$ cat src/rtl/nw_fill_dir_writer.sv
// Needleman-Wunsch matrix-fill stage: scores each cell of the (N+1)x(N+1) grid in raster order,
// writes one direction symbol per cell and reports H(N,N).
module nw_fill_dir_writer #(
  parameter int        N        = 128,
  parameter int        BitAddr  = $clog2(N + 1),
  parameter int        SW       = 16,
  parameter int        CW       = 2,
  parameter int signed MATCH    = 1,
  parameter int signed MISMATCH = -1,
  parameter int signed GAP      = -2
) (
  input  logic                 clk,
  input  logic                 rst,
  input  logic                 start,
  output logic                 busy,
  output logic                 done,
  output logic [BitAddr:0]     a_addr,
  output logic [BitAddr:0]     b_addr,
  input  logic [CW-1:0]        a_char,
  input  logic [CW-1:0]        b_char,
  output logic                 dir_we,
  output logic [BitAddr:0]     dir_i,
  output logic [BitAddr:0]     dir_j,
  output logic [2:0]           dir_symbol,
  output logic signed [SW-1:0] final_score,
  output logic [1:0]           dbg_state
);

  // Handshake: start is a single-cycle request honoured only in IDLE; dir_we is a one-cycle
  // write strobe with no backpressure, qualifying dir_i/dir_j/dir_symbol in the same cycle.

  localparam int AW = BitAddr + 1;
  localparam logic [AW-1:0] LAST = AW'(N);
  localparam logic signed [SW-1:0] MATCH_S    = SW'(MATCH);
  localparam logic signed [SW-1:0] MISMATCH_S = SW'(MISMATCH);
  localparam logic signed [SW-1:0] GAP_S      = SW'(GAP);
  localparam logic [2:0] SYM_NONE = 3'b000;
  localparam logic [2:0] SYM_DIAG = 3'b001;
  localparam logic [2:0] SYM_UP   = 3'b010;
  localparam logic [2:0] SYM_LEFT = 3'b100;

  typedef enum logic [1:0] {S_IDLE, S_INIT, S_FILL, S_DONE} state_t;

  // state names what dir_* currently presents; (pi,pj) is the cell being scored this cycle.
  state_t                state, state_n;
  logic                  run, run_n;
  logic [AW-1:0]         pi, pj, pi_n, pj_n;
  logic [AW-1:0]         a_addr_n, b_addr_n, di_n, dj_n;
  logic                  we_n, proc, last_cell;
  logic [2:0]            sym_n, sym_val;
  logic signed [SW-1:0]  fin_n;
  logic signed [SW-1:0]  rowbuf [0:N];
  logic signed [SW-1:0]  diag_r, left_r, up_old;
  logic signed [SW-1:0]  s_val, d_val, u_val, l_val, h_val;
  logic [BitAddr-1:0]    rb_idx;

  assign rb_idx    = pj[BitAddr-1:0];
  assign busy      = (state == S_INIT) || (state == S_FILL);
  assign done      = (state == S_DONE);
  assign dbg_state = state;

  always_comb begin
    up_old  = rowbuf[rb_idx];
    s_val   = (a_char == b_char) ? MATCH_S : MISMATCH_S;
    d_val   = diag_r + s_val;
    u_val   = up_old + GAP_S;
    l_val   = left_r + GAP_S;
    h_val   = '0;
    sym_val = SYM_NONE;
    if (pi == '0) begin
      if (pj != '0) begin
        h_val   = l_val;
        sym_val = SYM_LEFT;
      end
    end else if (pj == '0) begin
      h_val   = u_val;
      sym_val = SYM_UP;
    end else if ((d_val >= u_val) && (d_val >= l_val)) begin
      h_val   = d_val;
      sym_val = SYM_DIAG;
    end else if (u_val >= l_val) begin
      h_val   = u_val;
      sym_val = SYM_UP;
    end else begin
      h_val   = l_val;
      sym_val = SYM_LEFT;
    end
  end

  always_comb begin
    state_n   = state;
    run_n     = run;
    pi_n      = pi;
    pj_n      = pj;
    a_addr_n  = a_addr;
    b_addr_n  = b_addr;
    we_n      = 1'b0;
    di_n      = dir_i;
    dj_n      = dir_j;
    sym_n     = dir_symbol;
    fin_n     = final_score;
    proc      = 1'b0;
    last_cell = (pi == LAST) && (pj == LAST);
    unique case (state)
      S_IDLE: begin
        if (start) begin
          proc  = 1'b1;
          run_n = 1'b1;
        end
      end
      S_INIT, S_FILL: begin
        if (run) proc = 1'b1;
        else     state_n = S_DONE;
      end
      S_DONE:  state_n = S_IDLE;
      default: state_n = S_IDLE;
    endcase
    if (proc) begin
      we_n    = 1'b1;
      di_n    = pi;
      dj_n    = pj;
      sym_n   = sym_val;
      state_n = (pi == '0) ? S_INIT : S_FILL;
      if (last_cell) begin
        pi_n  = '0;
        pj_n  = '0;
        run_n = 1'b0;
        fin_n = h_val;
      end else if (pj == LAST) begin
        pi_n = pi + AW'(1);
        pj_n = '0;
      end else begin
        pj_n = pj + AW'(1);
      end
      // Characters for the cell after next are requested now, so sync-read data lines up.
      if (pj_n != LAST) begin
        a_addr_n = pi_n;
        b_addr_n = pj_n + AW'(1);
      end
    end
  end

  always_ff @(posedge clk or posedge rst) begin
    if (rst) begin
      state       <= S_IDLE;
      run         <= 1'b0;
      pi          <= '0;
      pj          <= '0;
      a_addr      <= '0;
      b_addr      <= '0;
      dir_we      <= 1'b0;
      dir_i       <= '0;
      dir_j       <= '0;
      dir_symbol  <= SYM_NONE;
      final_score <= '0;
      diag_r      <= '0;
      left_r      <= '0;
    end else begin
      state       <= state_n;
      run         <= run_n;
      pi          <= pi_n;
      pj          <= pj_n;
      a_addr      <= a_addr_n;
      b_addr      <= b_addr_n;
      dir_we      <= we_n;
      dir_i       <= di_n;
      dir_j       <= dj_n;
      dir_symbol  <= sym_n;
      final_score <= fin_n;
      if (proc) begin
        diag_r <= up_old;
        left_r <= h_val;
      end
    end
  end

  // Row buffer holds the previous row's H values; its contents are irrelevant after a reset.
  always_ff @(posedge clk) begin
    if (proc) rowbuf[rb_idx] <= h_val;
  end

endmodule

$ cat config.mk
export PLATFORM = sky130hd
export DESIGN_NAME = nw_fill_dir_writer
export DESIGN_NICKNAME = d
export VERILOG_FILES = /design/src/rtl/nw_fill_dir_writer.sv
export SDC_FILE = /design/constraint.sdc
export NUM_CORES = 2
export LEC_CHECK = 0
export ABC_CLOCK_PERIOD_IN_PS = 17250
export CORE_MARGIN = 2
export CORE_UTILIZATION = 50
export DETAILED_ROUTE_END_ITERATION = 10
export MAX_ROUTING_LAYER = met4
export PLACE_DENSITY = 0.65
export SLEW_MARGIN = 20
export SYNTH_ARGS = -nofsm -noshare
export SYNTH_HDL_FRONTEND = slang
export SYNTH_SLANG_ARGS = --single-unit
$ cat constraint.sdc
create_clock -name clk -period 17.25 [get_ports clk]
set_clock_uncertainty 0.1 [all_clocks]
set_input_delay 3.45 -clock clk [delete_from_list [all_inputs] [get_ports clk]]
set_output_delay 3.45 -clock clk [all_outputs]
set_load 0.05 [all_outputs]
== Yosys cells after proc, flatten, opt, wreduce, memory -nomap -nowiden ==
Memories as Yosys holds them, arrays and structs flattened.
Cells that the tools add are included.
Cells by class
  add/sub/neg operators: 6
  eq/ne operators: 8
  reduce and logical (&&, ||, !) cells: 12
  multiplexer cells: 29
  $lt $le $gt $ge: 3
Operators by type and width (number)
  $mux 16: 6
  $ge 16x16->1: 3
  $mux 9: 5
  $add 16x2->16 const B: 2
  $add 9x1->9 const B: 3
  $eq 9x8->1 const B: 2
  $logic_not 9->1: 2
  $add 16x16->16: 1
  $mux 3: 5
  $ne 9x8->1 const B: 1
  $reduce_bool 9->1: 1
  $mux 1: 8
  $mux 2: 3
  $reduce_and 2->1: 3
  $eq 2x2->1 const B: 2
  $pmux 2 s2: 1
  $ne 3x3->1 const B: 1
  $reduce_bool 3->1: 1
  $eq 2x1->1 const B: 1
  $eq 2x2->1: 1
  $logic_and 1x1->1: 2
  $logic_not 2->1: 1
  $pmux 1 s2: 1
  $reduce_or 2->1: 1
  $logic_or 1x1->1: 1
Storage, ports and cells
  RAM bits: 2064
  flip-flop bits (word level): 109
  memories kept: 1
Memories
  rowbuf: depth 129, bits a word 16, read ports 1, clocked after memory_dff 0, write ports 1, RTL line 52  | logic signed [SW-1:0] rowbuf [0:N];

== Logic depth before layout (Yosys ltp) ==
  depth in word-level cells: 8
  gate-level depth with buffers: 37
  depth with buffers taken out: 28

== Worst setup path after synthesis ==
No wires, ideal clock.
  path kind: input-to-reg
  start point: input b_char[1]
  end point: memory rowbuf[0][8] (data pin)
  setup slack: 2.542 ns
  stages: 24
  setup time: 1.255 ns
  required time: 15.895 ns
  data arrival time: 13.353 ns
  cell sequence: xor2_1 -> nor2_1 -> inv_1 -> ha_1 -> a21o_1 -> a21oi_1 -> o21ai_0 -> a21oi_1 -> a21oi_1 -> a211o_1 -> a21o_1 -> a21o_1 -> a21o_1 -> a21oi_1 -> xnor2_1 -> ha_1 -> nand4_1 -> or2_2 -> or3_1 -> a32oi_1 -> and4b_1 -> buf_6 -> mux2i_1 -> o32ai_1
Between the ends
  cells in the longest elaborated chain, start to end: 8
  elaborated cells between the ends (all ways): 9
  classes of those cells: 1 x add/sub; 2 x order compare; 1 x eq/ne; 4 x mux; 1 x reduce/logical
Ends and longest elaborated chain
  from (decl): RTL line 20  | input logic [CW-1:0] b_char,
  $eq 2x2->1 (*): RTL line 64  | s_val = (a_char == b_char) ? MATCH_S : MISMATCH_S;
  $mux 16 (*): RTL line 64
  $add 16x16->16 (*): RTL line 65  | d_val = diag_r + s_val;
  $ge 16x16->1: RTL line 78  | end else if ((d_val >= u_val) && (d_val >= l_val)) begin
  $logic_and 1x1->1: RTL line 78
  $mux 16 (*): RTL line 78
  $mux 16 (*): RTL line 75  | end else if (pj == '0) begin
  $mux 16 (*): RTL line 70  | if (pi == '0) begin
  net h_val[8]: RTL line 54  | logic signed [SW-1:0] s_val, d_val, u_val, l_val, h_val;
  to (decl): RTL line 52
The timed path passes the listed nets; every way through them passes the cells marked *.

== Worst setup path after layout ==
  start point: register pj[1]
  end point: memory rowbuf[31][0] (data pin)
Between the ends
  cells in the longest elaborated chain, start to end: 7
  elaborated cells between the ends (all ways): 12
  classes of those cells: 1 x add/sub; 2 x order compare; 5 x mux; 3 x reduce/logical; 1 x memory
Ends and longest elaborated chain
  from (decl): RTL line 47  | logic [AW-1:0] pi, pj, pi_n, pj_n;
  from (signal assigned): RTL line 162  | pj <= pj_n;
  $mem_v2 129x16
  $add 16x2->16: RTL line 66  | u_val = up_old + GAP_S;
  $ge 16x16->1, on equally long branches: RTL line 81, 78
  $mux 16 or $logic_and 1x1->1 (tied branches): RTL line 81, 78
  $mux 16: RTL line 78
  $mux 16: RTL line 75
  $mux 16 (*): RTL line 70
  net h_val[0]: RTL line 54
Marks and branches as above.

==> impl_metrics.ini <==
[status]
outcome = finished, final reports clean

[sta]
setup_viol = 0
max_freq_ghz = 0.0868
setup_tns_ns = 0
slew_violations = 0
min_period_ns = 11.52
post-route-period-util_pct = 66.8
hold_viol = 0
max_slew.worst_pin.slew_ns = 1.27
rsz0062_at_grt = false
relSlewSlack_pct = 14.7

[synth]
ys_types = 90
synth-seq-cells = 2173
postSynthAreaPerCell_um2 = 19.2
synthArstFlopShare_pct = 5.02
synth_nets = 4643
synthFlopType = edfxtp_1
synth_cells = 4566
yosysSeqAreaShare_pct = 73.9
yosys_warnings = 0
synth_edf_count = 2064
synth_area_um2 = 87600

[setup_path]
reg2reg_to = rowbuf[31][0]
r2r_slack_ns = 5.73
r2r_cells = 27
timing.rr.start = pj[1]
required_ns = 17.65
end_kind = flop
critPathLaunch = pj[1]
cp_max_fo = 93
critical_path_class = reg -> reg
startpoint_type = flop
worstPathArrival_ns = 11.92

[route]
via_per_inst = 6.39
drc = 0
via_count = 46911
drt_iter0_markers = 6614
wl_per_cell_um = 33.6
finalWirelength_um = 247000
ant_nets = 0
firstDrtPassIters = 6

[clocking]
ctsLongestPathBuffers = 3
insertion_delay_ns = 0.86
cts_resized = 0
ctsHtreeMaxLevel = 4
clock-sinks = 2173
cts_buffers = 212
clockRootBuffer = clkbuf_16
post_cts_buffers = 0
hold_buffers = 0
tritoncts = built
clkSlewWorstSetupHoldPaths_ns = 0.06

[pwr]
vdd_drop_max_uv = 143
power_mw = 17.8
p_leak_nw = 33.2
p_per_area_nw_per_um2 = 180

[finish]
layout-drive-gt1-share_pct = 21.7
num-nets-final = 4903
finalInstanceArea_um2 = 98700
final_cells = 7343
nFillCells = 12888
syn_to_final_growth_pct = 12.7
layout.cells.most_common = edfxtp_1
layout_common_cells = 2064 x edfxtp_1, 422 x mux4_2, 323 x mux2i_1
final_util_pct = 56.7

[floorplanning]
rows = 153
die_area_um2 = 178000
initial_core_util_pct = 50.3
die_h_um = 422
die-width_um = 422
core_area_um2 = 174000
io-pin-count = 67

[global_route]
grt_util_all_layers_pct = 28.5
grt_pass1_vias = 45426
grt_max_degree = 128
overflow = 0
antenna_found_initial = 6
grt_pass1_wl_um = 347000

[job]
maxCapViolCount = 0

[worst_hold_path]
hold-path-endpoint = dir_symbol[1]
min_path_cells = 2
worstHoldStart = dir_symbol[1]
hold_path.class = reg -> reg

[placement]
dp_hpwl_um = 147000
numPlacedInstances = 6936
gp_congestion = 0.909
dpl_cell_area_um2 = 91800
io_buffers = 66
-- per-layer routing --
layer | track usage (%) | wire length, um | vias up
met3 | 5.64 | 25000 | 389
li1 | - | - | 19092
met1 | 40.2 | 98800 | 24845
met5 | - | 0 | -
met2 | 41.9 | 114000 | 2585
met4 | 9.38 | 8650 | 0
-- logic make-up after synthesis --
family	synth area share, %
AO/OA/AOI/OAI	4.07
XOR/XNOR	0.710
adder cells (fa/ha/maj)	1.01
buffers and inverters	2.00
flip-flops	73.9
multiplexers	14.8
AND/OR/NAND/NOR	3.50
-- area by class of cell --
class	count	area [um^2]	area share (%)
tap	2325	2910	2.95
inverter	45	176	0.179
clock buffer	266	5590	5.67
multi-input combinational	2095	21600	21.9
antenna	3	7.51	0.00761
timing repair buffer	299	2460	2.50
sequential	2173	64700	65.6
clock inverter	137	1240	1.26
-- through the flow --
step	hold slack, ns	worst slack (ns)
2_1_floorplan	0.352	2.54
3_3_place_gp	0.353	5.36
3_5_place_dp	0.363	5.28
4_1_cts	0.375	5.97
5_1_grt	0.404	5.12
6_report	0.370	5.73
-- synthesized netlist by cell type, types with 7 or more instances --
| cell type | count | area (um^2) |
|---|---|---|
| o21a_1 | 14 | 105 |
| or4_1 | 7 | 52.6 |
| o21ai_0 | 68 | 340 |
| a21o_1 | 12 | 90.1 |
| a22o_1 | 9 | 78.8 |
| dfrtp_1 | 109 | 2730 |
| nand4_1 | 23 | 144 |
| buf_4 | 30 | 225 |
| and2_1 | 14 | 87.6 |
| xnor2_1 | 37 | 324 |
| o21ai_1 | 18 | 90.1 |
| nor4_1 | 10 | 62.6 |
| buf_1 | 26 | 97.6 |
| nor2_1 | 208 | 781 |
| mux2_2 | 20 | 225 |
| mux2i_1 | 323 | 3230 |
| nand2_1 | 241 | 905 |
| clkbuf_1 | 106 | 398 |
| nor2b_1 | 19 | 119 |
| nand2b_1 | 14 | 87.6 |
| a22oi_1 | 154 | 1160 |
| ha_1 | 69 | 863 |
| o211ai_1 | 10 | 75.1 |
| edfxtp_1 | 2064 | 62000 |
| or3_1 | 10 | 62.6 |
| nor3_1 | 27 | 135 |
| inv_1 | 42 | 158 |
| buf_6 | 48 | 541 |
| o31ai_1 | 8 | 60.1 |
| buf_2 | 34 | 170 |
| xor2_1 | 34 | 298 |
| mux4_2 | 422 | 9500 |
| nand3_1 | 50 | 250 |
| o41ai_1 | 16 | 140 |
| or2_2 | 7 | 43.8 |
| a31oi_1 | 19 | 119 |
| a21oi_1 | 110 | 551 |
| o22ai_1 | 19 | 119 |
-- power by group --
group / internal (mW) / leakage (nW) / switching (mW)
clock network: 2.56 / 3.32 / 1.99
logic: 2.13 / 9.07 / 4.33
registers: 6.58 / 20.8 / 0.170
-- critical path, cell delays in order (launching register included) --
cell	delay (ns)
dfrtp_4	0.78
buf_4	0.81
buf_4	0.79
mux4_2	0.59
mux2i_1	0.30
o22ai_1	0.20
a41oi_1	0.19
nand4_1	0.13
nor3b_2	0.74
ha_1	0.31
inv_1	0.05
nor3b_1	0.55
nor3b_1	0.30
xnor2_1	0.28
ha_1	0.28
nor3_1	0.07
o21ai_0	0.13
a22oi_1	0.17
a2111oi_0	0.38
a211oi_1	0.13
o211ai_2	0.21
nand3_1	0.10
o2111ai_1	0.35
and4b_1	0.89
o22ai_1	0.12
o21bai_1	0.29
o21ai_4	0.85
buf_4	0.85
-- registers in the layout (all words and copies together), names as in the netlist --
| name | cells |
|---|---|
| final_score | 16 |
| pi | 9 |
| dir_symbol | 3 |
| dir_i | 9 |
| dir_we | 1 |
| dbg_state | 2 |
| dir_j | 9 |
| left_r | 16 |
| a_addr | 9 |
| rowbuf | 2064 |
| b_addr | 9 |
| pj | 9 |
| diag_r | 16 |
| run | 1 |
-- worst max path at each step --
stage / to / slack, ns / cells after the start
final: rowbuf[31][0] / 5.73 / 27
after global routing: rowbuf[31][0] / 5.12 / 27
after CTS: rowbuf[31][0] / 5.97 / 27
after detailed placement: rowbuf[31][0] / 5.28 / 26
after global placement: rowbuf[31][0] / 5.36 / 26
after floorplan: rowbuf[0][8] / 2.54 / 24
Note: power is estimated with default switching activity, not from simulation.
